==> src/rtl/nvmain_pkg.sv <==
// Shared types for the nvmain command issuer: opcode enum, opcode-to-ASCII
// lookup, FSM state type and the FIFO entry layout.
package nvmain_pkg;

  typedef enum logic [3:0] {
    OpALo = 4'd0,
    OpAHi = 4'd1,
    OpCLo = 4'd2,
    OpCHi = 4'd3,
    OpLLo = 4'd4,
    OpLHi = 4'd5,
    OpRLo = 4'd6,
    OpRHi = 4'd7,
    OpWLo = 4'd8,
    OpWHi = 4'd9
  } nvmain_op_e;

  localparam int unsigned NumOps = 10;

  // Opcodes at or above this value are illegal and never stored.
  localparam logic [3:0] OpLimit = 4'd10;

  // Entry i holds the command character for opcode i.
  localparam logic [NumOps-1:0][7:0] OpAsciiLut = {
    8'h57, 8'h77, 8'h52, 8'h72, 8'h4c, 8'h6c, 8'h43, 8'h63, 8'h41, 8'h61
  };

  typedef enum logic [1:0] {
    StIdle  = 2'd0,
    StIssue = 2'd1,
    StHold  = 2'd2
  } issuer_state_e;

  // Character plus the four pass-through operands.
  typedef struct packed {
    logic [7:0]  ch;
    logic [31:0] arg1;
    logic [31:0] arg2;
    logic [31:0] arg3;
    logic [7:0]  arg4;
  } cmd_entry_t;

  // Illegal opcodes map to 0; callers never store them.
  function automatic logic [7:0] op_to_ascii(input logic [3:0] op);
    logic [7:0] ch;
    ch = 8'h00;
    for (int unsigned i = 0; i < NumOps; i++) begin
      if (op == 4'(i)) ch = OpAsciiLut[i];
    end
    return ch;
  endfunction

endpackage

==> src/rtl/nvmain_cmd_fifo.sv <==
// Synchronous request FIFO for the command issuer. DEPTH must be a power of
// two so the pointers wrap naturally. No read-through bypass: a push into an
// empty FIFO is only visible at the head on the following cycle.
module nvmain_cmd_fifo
  import nvmain_pkg::*;
#(
  parameter int unsigned DEPTH = 4
) (
  input  logic       clk,
  input  logic       rst,
  input  logic       push_i,
  input  cmd_entry_t wdata_i,
  input  logic       pop_i,
  output cmd_entry_t rdata_o,
  output logic       full_o,
  output logic       empty_o
);

  localparam int unsigned PtrW = (DEPTH > 1) ? $clog2(DEPTH) : 1;
  localparam int unsigned CntW = PtrW + 1;
  localparam logic [CntW-1:0] CntFull = CntW'(DEPTH);

  cmd_entry_t      mem_q [DEPTH];
  logic [PtrW-1:0] wr_ptr_q, wr_ptr_d;
  logic [PtrW-1:0] rd_ptr_q, rd_ptr_d;
  logic [CntW-1:0] count_q, count_d;
  logic            do_push, do_pop;

  assign full_o  = (count_q == CntFull);
  assign empty_o = (count_q == '0);
  assign do_push = push_i && !full_o;
  assign do_pop  = pop_i && !empty_o;
  assign rdata_o = mem_q[rd_ptr_q];

  // Pointer and occupancy next-state.
  always_comb begin
    wr_ptr_d = wr_ptr_q;
    rd_ptr_d = rd_ptr_q;
    count_d  = count_q;
    if (do_push) wr_ptr_d = wr_ptr_q + 1'b1;
    if (do_pop)  rd_ptr_d = rd_ptr_q + 1'b1;
    unique case ({do_push, do_pop})
      2'b10:   count_d = count_q + 1'b1;
      2'b01:   count_d = count_q - 1'b1;
      default: count_d = count_q;
    endcase
  end

  // Pointer and occupancy registers.
  always_ff @(posedge clk or posedge rst) begin
    if (rst) begin
      wr_ptr_q <= '0;
      rd_ptr_q <= '0;
      count_q  <= '0;
    end else begin
      wr_ptr_q <= wr_ptr_d;
      rd_ptr_q <= rd_ptr_d;
      count_q  <= count_d;
    end
  end

  // Storage array; contents are don't-care while empty, so no reset.
  always_ff @(posedge clk) begin
    if (do_push) mem_q[wr_ptr_q] <= wdata_i;
  end

endmodule

==> src/rtl/nvmain_cmd_issuer.sv <==
// nvmain command issuer: queues opcode requests, maps them to ASCII command
// characters and emits one-cycle command_enable strobes separated by at least
// GAP idle cycles. Define NVMAIN_CMD_STATS_EN to add per-class issue counters
// (stat_rd, stat_wr, stat_other).
module nvmain_cmd_issuer
  import nvmain_pkg::*;
#(
  parameter int unsigned DEPTH = 4,
  parameter int unsigned GAP   = 2
) (
  input  logic        clk,
  input  logic        rst,
  input  logic        req_valid,
  output logic        req_ready,
  input  logic [3:0]  req_op,
  input  logic [31:0] req_arg1,
  input  logic [31:0] req_arg2,
  input  logic [31:0] req_arg3,
  input  logic [7:0]  req_arg4,
  output logic        command_enable,
  output logic [7:0]  arg0,
  output logic [31:0] arg1,
  output logic [31:0] arg2,
  output logic [31:0] arg3,
  output logic [7:0]  arg4,
  output logic        busy,
  output logic        err_op
`ifdef NVMAIN_CMD_STATS_EN
  ,
  output logic [31:0] stat_rd,
  output logic [31:0] stat_wr,
  output logic [31:0] stat_other
`endif
);

  localparam logic [3:0] GapLast = (GAP > 0) ? 4'(GAP - 1) : 4'd0;

  issuer_state_e state_q, state_d;
  logic [3:0]    gap_q, gap_d;
  cmd_entry_t    out_q;
  logic          err_q;

  logic       accept, push, pop;
  logic       fifo_full, fifo_empty;
  cmd_entry_t wdata, head;

  // Illegal opcodes still complete the handshake so upstream never stalls.
  assign req_ready = !rst && !fifo_full;
  assign accept    = req_valid && req_ready;
  assign push      = accept && (req_op < OpLimit);

  // Opcode mapping happens on the way in so the FIFO holds ready-to-issue data.
  always_comb begin
    wdata      = '0;
    wdata.ch   = op_to_ascii(req_op);
    wdata.arg1 = req_arg1;
    wdata.arg2 = req_arg2;
    wdata.arg3 = req_arg3;
    wdata.arg4 = req_arg4;
  end

  nvmain_cmd_fifo #(
    .DEPTH (DEPTH)
  ) u_fifo (
    .clk     (clk),
    .rst     (rst),
    .push_i  (push),
    .wdata_i (wdata),
    .pop_i   (pop),
    .rdata_o (head),
    .full_o  (fifo_full),
    .empty_o (fifo_empty)
  );

  // Issue FSM. The head is popped on the edge that enters StIssue, so the
  // registered outputs carry that entry for the whole strobe cycle.
  always_comb begin
    state_d = state_q;
    gap_d   = gap_q;
    pop     = 1'b0;
    unique case (state_q)
      StIdle: begin
        if (!fifo_empty) begin
          state_d = StIssue;
          pop     = 1'b1;
        end
      end
      StIssue: begin
        if (GAP > 0) begin
          state_d = StHold;
          gap_d   = 4'd0;
        end else if (!fifo_empty) begin
          state_d = StIssue;
          pop     = 1'b1;
        end else begin
          state_d = StIdle;
        end
      end
      StHold: begin
        if (gap_q == GapLast) begin
          gap_d = 4'd0;
          if (!fifo_empty) begin
            state_d = StIssue;
            pop     = 1'b1;
          end else begin
            state_d = StIdle;
          end
        end else begin
          gap_d = gap_q + 4'd1;
        end
      end
      default: begin
        state_d = StIdle;
        gap_d   = 4'd0;
      end
    endcase
  end

  // FSM state and gap counter.
  always_ff @(posedge clk or posedge rst) begin
    if (rst) begin
      state_q <= StIdle;
      gap_q   <= 4'd0;
    end else begin
      state_q <= state_d;
      gap_q   <= gap_d;
    end
  end

  // Command operands: loaded on pop, held between strobes.
  always_ff @(posedge clk or posedge rst) begin
    if (rst) begin
      out_q <= '0;
    end else if (pop) begin
      out_q <= head;
    end
  end

  // Illegal-opcode pulse, one cycle after the handshake.
  always_ff @(posedge clk or posedge rst) begin
    if (rst) begin
      err_q <= 1'b0;
    end else begin
      err_q <= accept && (req_op >= OpLimit);
    end
  end

  assign command_enable = (state_q == StIssue);
  assign arg0           = out_q.ch;
  assign arg1           = out_q.arg1;
  assign arg2           = out_q.arg2;
  assign arg3           = out_q.arg3;
  assign arg4           = out_q.arg4;
  assign busy           = !fifo_empty || (state_q != StIdle);
  assign err_op         = err_q;

`ifdef NVMAIN_CMD_STATS_EN
  logic [31:0] stat_rd_q, stat_wr_q, stat_other_q;

  // Classify each issued command by its character; counters wrap freely.
  always_ff @(posedge clk or posedge rst) begin
    if (rst) begin
      stat_rd_q    <= '0;
      stat_wr_q    <= '0;
      stat_other_q <= '0;
    end else if (command_enable) begin
      if (out_q.ch == 8'h72 || out_q.ch == 8'h52) begin
        stat_rd_q <= stat_rd_q + 32'd1;
      end else if (out_q.ch == 8'h77 || out_q.ch == 8'h57) begin
        stat_wr_q <= stat_wr_q + 32'd1;
      end else begin
        stat_other_q <= stat_other_q + 32'd1;
      end
    end
  end

  assign stat_rd    = stat_rd_q;
  assign stat_wr    = stat_wr_q;
  assign stat_other = stat_other_q;
`else
  // Statistics counters not built in this configuration.
`endif

endmodule

==> config.mk <==
export PLATFORM = sky130hd
export DESIGN_NAME = nvmain_cmd_issuer
export DESIGN_NICKNAME = d
export VERILOG_FILES = /design/src/rtl/nvmain_pkg.sv /design/src/rtl/nvmain_cmd_fifo.sv /design/src/rtl/nvmain_cmd_issuer.sv
export SDC_FILE = /design/constraint.sdc
export NUM_CORES = 1
export LEC_CHECK = 0
export BUFFER_PORTS_ARGS = -buffer_cell sky130_fd_sc_hd__buf_2
export CAP_MARGIN = 20
export CORE_MARGIN = 2
export CORE_UTILIZATION = 34
export DETAILED_ROUTE_END_ITERATION = 8
export GPL_TIMING_DRIVEN = 0
export PLACE_DENSITY = 0.53
export SYNTH_ARGS = -nofsm -noshare
export SYNTH_HDL_FRONTEND = slang
export SYNTH_SLANG_ARGS = --single-unit
==> constraint.sdc <==
create_clock -name clk -period 8.02 [get_ports clk]
set_input_delay 1.604 -clock clk [delete_from_list [all_inputs] [get_ports clk]]
set_output_delay 1.604 -clock clk [all_outputs]
set_load 0.03 [all_outputs]
==> metrics, run 1 <==
result of the run complete, no violations; worst-case hold path end point arg1[17]; share of synthesized flip-flops with an asynchronous set or reset 0.2197; grt ovf 0; count of TritonRoute iterations in the first routing pass 4; number of cell rows 90; CP Data Arrival Time ~4100 ps; die height between 200 and 300 microns; depth of the most critical reg-to-reg path 13; class of the worst hold path reg -> reg; amount of wire on met3 after detailed routing about 2600 microns; routed vias 9605; CP cell instances buf_2 > o21a_1 > nor4b_2 > and2_4 > buf_16; Clock Root Buffer sky130_fd_sc_hd__clkbuf_16; Post-synth EDFFs 444; final net count 1316; floorplan core area approximately 0.061 sq mm; Setup CP Type in -> reg; post-layout power 9935 uW; type of element launching the critical path input pin; end of the worst register-to-register path u_fifo.count_q[2]; # port buffers around 230; share of final-layout standard cells stronger than drive strength 1 0.4492; Inserted Clock Buffers 60; met2 WL approximately 22000 microns; Final Hold Violating Endpoints 0; total power per unit cell area slightly below 400 mW/mm^2; worst flop-to-flop path startpoint gap_q[1]; Max-Cap Viols 0; TritonCTS clock tree done; delay of the slowest cell on the worst path approximately 850 ps; hold-critical path depth 1; ANT nets after route 0; initial standard-cell utilization of the core 0.3455; antenna violations before repair 10; number of distinct library cells after synthesis 38; Reg clk slew, reported paths ~60 ps; worst clock skew on the final layout 25.54 ps; uppermost metal layer occupied by signal nets met5; final weighted congestion of routability-driven global placement ~0.67; number of warnings issued by yosys 0; pin count of the biggest net entering global routing between 80 and 90; post-detailed-routing wire length roughly 44000 microns; CP Data Required Time 8290 ps; synth-to-layout area growth 21.21%; Static Leakage between 0.008 and 0.009 uW; TritonCTS Sinks about 570; transition time of the tightest slew-check pin slightly above 1000 ps; post-detail-place hpwl 26020 microns; Iteration-0 DRC Markers ~430; startpoint of the most critical hold path arg1[17]; Total Routing Usage GR 0.1389; final-layout fill cell count 5433; Synth Net Count between 1k and 1.5k; synthesized area per cell 23.23 sq um; first-pass GRT wire length 65690 microns; cell taking the most area after synthesis sky130_fd_sc_hd__edfxtp_1; Util after Layout 0.4188; Resize count post-CTS 0; number of top-level pins approximately 230; wire length per cell roughly 21 microns; detailed-route wire length on metal 1 about 18000 microns; die footprint around 0.064 sq mm; area taken by flip-flops and latches ~0.016 sq mm; fin crit period between 3000 and 4000 ps; R2R Setup Slk 4720 ps; Max Clock Freq ~270 MHz; max-slew violations 0; number of remaining DRC errors 0; type of element capturing the critical path flop; most area-consuming cells after synthesis sky130_fd_sc_hd__edfxtp_1 (64%), sky130_fd_sc_hd__dfrtp_1 (15%), sky130_fd_sc_hd__mux4_2 (12%); post-synthesis sequential area ratio 0.7865; summed negative setup slack over all endpoints 0 ps; synthesized instance count ~900; number of post-CTS setup repair buffers 0; Max clock buf depth 3; Post-Syn Area ~0.021 sq mm; worst max-slew margin expressed relative to the limit 0.3271; number of global-route vias before repair around 10k; Yosys reg bits about 570; die width between 200 and 300 microns; count of final setup violators 0; maximum net fanout on the critical path 48; worst-skew pair later-pin latency slightly above 600 ps; H-Tree Level Count 2; Hold-fix buffers, CTS 0; post-DR vias/cell 4.727; largest vdd supply drop roughly 0.26 mV; post-synth top area share 0.6370; final critical-path share of the clock period 0.4704; slowest stage cell on the critical path sky130_fd_sc_hd__and2_4; area occupied by multi-input gates between 0.004 and 0.005 sq mm; setup repair after global routing missed its margin false; commonest register cell after synthesis sky130_fd_sc_hd__edfxtp_1
==> metal layers <==
layer / vias up / track usage
met1: 5036 / 0.1766
met4: 14 / 0.03905
met5: - / 0
met2: 199 / 0.2328
li1: 4277 / -
met3: 79 / 0.03965
==> state kept, by name, summed over array words and instances, names as in the netlist, 3 cells and up <==
register and cells:
u_fifo.mem_q 444, arg1 32, arg2 32, arg3 32, arg4 8, arg0 7
gap_q 4, u_fifo.count_q 3
==> final cells by class <==
type,count,area share
Buffer,41,0.009124
Tap cell,782,0.03857
Multi-Input combinational cell,280,0.1661
Clock inverter,23,0.01337
Clock buffer,91,0.06816
Inverter,11,0.001923
Sequential cell,569,0.6488
Timing Repair Buffer,234,0.05386
Antenna cell,1,0.00009864
==> Yosys cell counts, drive strengths merged (2+ instances only) <==
master  instances
edfxtp        444
ha              7
mux4          111
nor3b           2
xor2            4
mux2          112
nand2           4
nand2b          2
a21oi           3
and2            4
xnor2           4
clkbuf         15
inv            11
buf            26
nand3b          3
a211oi          2
nor2            7
dfrtp         125
==> worst max-delay path: cells and delay by family <==
family                 cells  cell delay (ps)
AND/OR/NAND/NOR            2             1640
AO/OA/AOI/OAI              1              280
buffers and inverters      2              450
==> per-stage QoR <==
stage               cell area, sq um  worst slack [ps]  cells  hold slack, ps
detailed placement             23300              3549   1917           469.2
floorplan                      20930              2373    901           456.0
global route                   25370              4086   2031           496.7
CTS                            25370              4202   2031           483.7
global placement               23030             -1078   1908           463.0
finish                         25370              4247   2032           480.3
==> power breakdown <==
group / leakage, uW / switching (uW) / internal [uW] / total [uW]
Sequential: 0.00549 / 203 / 3700 / 3900
Clock: 0.00101 / 1130 / 1740 / 2870
Combinational: 0.00249 / 1790 / 1370 / 3160
Total: 0.00899 / 3120 / 6810 / 9940
==> logic make-up (layout without fill, tap and decap cells) <==
logic type,after synthesis,in the layout,share of synthesized area
buf+inv,52,400,0.01303
simple gates,28,28,0.007532
mux,224,224,0.1802
xor+xnor,8,8,0.003347
other cells,1,2,0.0001792
flops,569,569,0.7865
fa+ha+maj,8,8,0.005141
compound gates,11,11,0.004125
==> worst max path at each step <==
stage                   start                  end  slack, ps  cells past startpoint
global route        req_op[2]  u_fifo.mem_q[0][73]       4090                      5
CTS                 req_op[2]  u_fifo.mem_q[0][71]       4200                      5
global placement    req_op[2]  u_fifo.mem_q[1][28]      -1080                      4
finish              req_op[2]  u_fifo.mem_q[0][72]       4250                      5
detailed placement  req_op[2]  u_fifo.mem_q[0][69]       3550                      5
floorplan           req_op[2]   u_fifo.mem_q[0][0]       2370                      3
==> placed cells by master (no fill, tap or decap), types with 2 or more instances in the layout <==
master,count
sky130_fd_sc_hd__inv_6,2
sky130_fd_sc_hd__ha_1,7
sky130_fd_sc_hd__clkinv_4,2
sky130_fd_sc_hd__bufinv_16,8
sky130_fd_sc_hd__a21oi_1,3
sky130_fd_sc_hd__inv_8,2
sky130_fd_sc_hd__mux4_2,111
sky130_fd_sc_hd__clkbuf_1,36
sky130_fd_sc_hd__clkbuf_8,9
sky130_fd_sc_hd__nor2_1,7
sky130_fd_sc_hd__buf_4,2
sky130_fd_sc_hd__buf_16,8
sky130_fd_sc_hd__inv_1,10
sky130_fd_sc_hd__xor2_1,4
sky130_fd_sc_hd__mux2_2,93
sky130_fd_sc_hd__dfrtp_1,125
sky130_fd_sc_hd__nor3b_1,2
sky130_fd_sc_hd__buf_2,239
sky130_fd_sc_hd__buf_6,7
sky130_fd_sc_hd__buf_1,3
sky130_fd_sc_hd__and2_4,4
sky130_fd_sc_hd__nand2_1,4
sky130_fd_sc_hd__nand3b_1,3
sky130_fd_sc_hd__xnor2_1,4
sky130_fd_sc_hd__clkbuf_16,61
sky130_fd_sc_hd__nand2b_1,2
sky130_fd_sc_hd__edfxtp_1,444
sky130_fd_sc_hd__mux2_1,19
sky130_fd_sc_hd__clkinv_2,9
Note: power is estimated with default switching activity, not from simulation.
==> inputs of run 2 (changes only) <==
Settings changed: PLACE_DENSITY 0.53 to 0.55.
Clock period 8.02 ns to 3.1 ns, I/O delays scaled along.
==> run 2 against run 1 <==
Design area is 0.28% higher. Worst setup slack worse by 4000 ps. Critical path depth rose by 8. Hold slack got worse by 410 ps. Non-clock buffer count is 6 higher. Register-to-register slack got worse by 4500 ps. Sequential share of layout area decreased by 0.18 points. Global-route usage is essentially flat. Clock power rose to 2.5 times the previous value. Routed wire length barely moved.
==> metrics, run 2 (synthesis gave the netlist of run 1 again) <==
Hold-fix buffers, CTS 0; Clock Root Buffer sky130_fd_sc_hd__clkbuf_16; worst clock skew on the final layout between 15 and 20 ps; initial standard-cell utilization of the core 0.3455; register with the most flip-flops u_fifo.mem_q; count of antenna diodes in the layout 0; wire length per cell 21.40 microns; first-pass GRT wire length 65950 microns; total power per unit cell area roughly 1000 mW/mm^2; Max Clock Freq 347.6 MHz; number of cell rows 90; floorplan core area just over 0.06 sq mm; clock group share of total power 0.284; class of the worst hold path in -> async; switching part of the total power 0.3155; result of the run complete, no violations; design internal power 17550 uW; number of flip-flops under the largest register name 444; dominant delay contributor by cell family on the critical path adder cells; count of final setup violators 0; worst-skew pair later-pin latency a little over 600 ps; post-layout power approximately 26000 uW; Placement Setup Slack -265.9 ps; TritonCTS clock tree done; post-detail-place hpwl 26460 microns; buffers and inverters on the worst path 5; H-Tree Level Count 2; synth-to-layout area growth 21.54%; CP Data Required Time between 3000 and 4000 ps; max-slew violations 0; post-DR vias/cell around 4.7; type of element launching the critical path flop; final critical-path share of the clock period 0.9281; Inserted Clock Buffers 60; die height ~250 microns; grt ovf 0; slowest stage cell on the critical path sky130_fd_sc_hd__dfrtp_1; die width ~250 microns; pin count of the biggest net entering global routing 52; Combinational Power Share 0.323; routed vias about 9.7k; most frequent standard cell in the layout excluding fill and tap cells sky130_fd_sc_hd__edfxtp_1; Util after Layout 0.4199; share of final-layout standard cells stronger than drive strength 1 0.4557; Max-Cap Viols 0; number of global-route vias before repair between 10k and 15k; CP Data Arrival Time between 3000 and 4000 ps; post-detailed-routing wire length around 44000 microns; Iteration-0 DRC Markers approximately 430; final net count approximately 1.3k; count of TritonRoute iterations in the first routing pass 4; CP cell instances inv_1 > ha_1 > or3b_1 > buf_2 > a211oi_4 > buf_12 > buf_6 > ha_1 > inv_1 > fa_1 > xor2_1 > nor2_1 > xor2_1; Total Routing Usage GR 0.1391; Static Leakage 0.009028 uW; delay of the slowest cell on the worst path a little over 400 ps; die footprint 0.06356 sq mm; number of top-level pins roughly 230; Sequential Power Share 0.393; Reg clk slew, reported paths approximately 60 ps; slack of the critical path 222.9 ps; Max clock buf depth 3; power dissipated by switching net loads 8089 uW; TritonCTS Sinks approximately 570; maximum net fanout on the critical path 10; commonest cells after routing, fill and taps aside sky130_fd_sc_hd__edfxtp_1 (444), sky130_fd_sc_hd__buf_2 (239), sky130_fd_sc_hd__dfrtp_1 (125), sky130_fd_sc_hd__mux4_2 (111), sky130_fd_sc_hd__mux2_2 (93); ANT nets after route 0; Final Hold Violating Endpoints 0; largest vdd supply drop 0.5979 mV; setup repair after global routing missed its margin false; worst max-slew margin expressed relative to the limit 0.3630; # port buffers approximately 230; type of element capturing the critical path flop; antenna violations before repair 4; fin crit period between 2000 and 3000 ps; number of remaining DRC errors 0; final weighted congestion of routability-driven global placement around 0.66; WHS about 74 ps; Setup CP Type reg -> reg; transition time of the tightest slew-check pin 955.5 ps
## run 2: cell count changes in the layout (fill, tap and decap cells not counted), moves of 2 or more
cell                         change
sky130_fd_sc_hd__clkbuf_1       -11
sky130_fd_sc_hd__clkinv_1        +5
sky130_fd_sc_hd__buf_12          +4
sky130_fd_sc_hd__bufinv_16       -3
sky130_fd_sc_hd__clkbuf_8        +3
sky130_fd_sc_hd__clkinvlp_4      +3
sky130_fd_sc_hd__buf_4           +2
## run 2: worst paths after layout
kind	from	end	slack (ps)	depth (start not counted)
max reg2reg	gap_q[1]	u_fifo.count_q[2]	220	13
max	gap_q[1]	u_fifo.count_q[2]	220	13
min reg2reg	arg1[26]	arg1[26]	470	1
min	rst	err_op	70	2
min in group clk	req_arg1[18]	u_fifo.mem_q[1][90]	220	1
max in group asynchronous	rst	arg3[26]	2200	4
## run 2: worst register-to-register path, stage by stage (launching register included)
cell	delay (ps)
sky130_fd_sc_hd__dfrtp_1	410
sky130_fd_sc_hd__inv_1	70
sky130_fd_sc_hd__ha_1	120
sky130_fd_sc_hd__or3b_1	330
sky130_fd_sc_hd__buf_2	180
sky130_fd_sc_hd__a211oi_4	360
sky130_fd_sc_hd__buf_12	150
sky130_fd_sc_hd__buf_6	160
sky130_fd_sc_hd__ha_1	200
sky130_fd_sc_hd__inv_1	60
sky130_fd_sc_hd__fa_1	380
sky130_fd_sc_hd__xor2_1	150
sky130_fd_sc_hd__nor2_1	110
sky130_fd_sc_hd__xor2_1	140
## run 2: routing by layer
layer,up-vias,track usage,wire length [microns]
met5,-,0,53
met4,8,0.03973,862
met3,74,0.03615,2452
met2,200,0.2360,21890
met1,5093,0.1765,18290
li1,4278,-,-
## run 2: per-stage QoR
step / area [sq um] / cells / setup TNS (ps)
after floorplan: 20940 / 901 / -164410
after global placement: 23040 / 1908 / -1187020
after detailed placement: 23350 / 1920 / -2658
after CTS: 25420 / 2033 / 0
after global routing: 25440 / 2035 / 0
final: 25440 / 2035 / 0
## run 2: timing repair
item	4_1_cts	5_1_grt
setup endpoints to repair	2	1
buffers inserted	1	2
pin swaps	1	1
gates resized for setup	1	2
## run 2: final cells by class
| class | count | area [sq um] |
|---|---|---|
| timing repair buffer | 240 | 1449 |
| fill | 5352 | 35140 |
| multi-input combinational | 280 | 4213 |
| sequential | 569 | 16460 |
| clock inverter | 28 | 295.3 |
| buffer | 41 | 244.0 |
| tap | 782 | 978.4 |
| inverter | 11 | 45.04 |
| clock buffer | 84 | 1754 |
## run 2: power by group through the flow
stage	sequential (uW)	combinational [uW]	clock (uW)
2_1_floorplan	11700	4450	0
3_3_place_gp	10300	8310	0
3_5_place_dp	10300	8470	0
4_1_cts	10100	8520	7510
5_1_grt	10200	8960	7820
6_report	10100	8270	7290
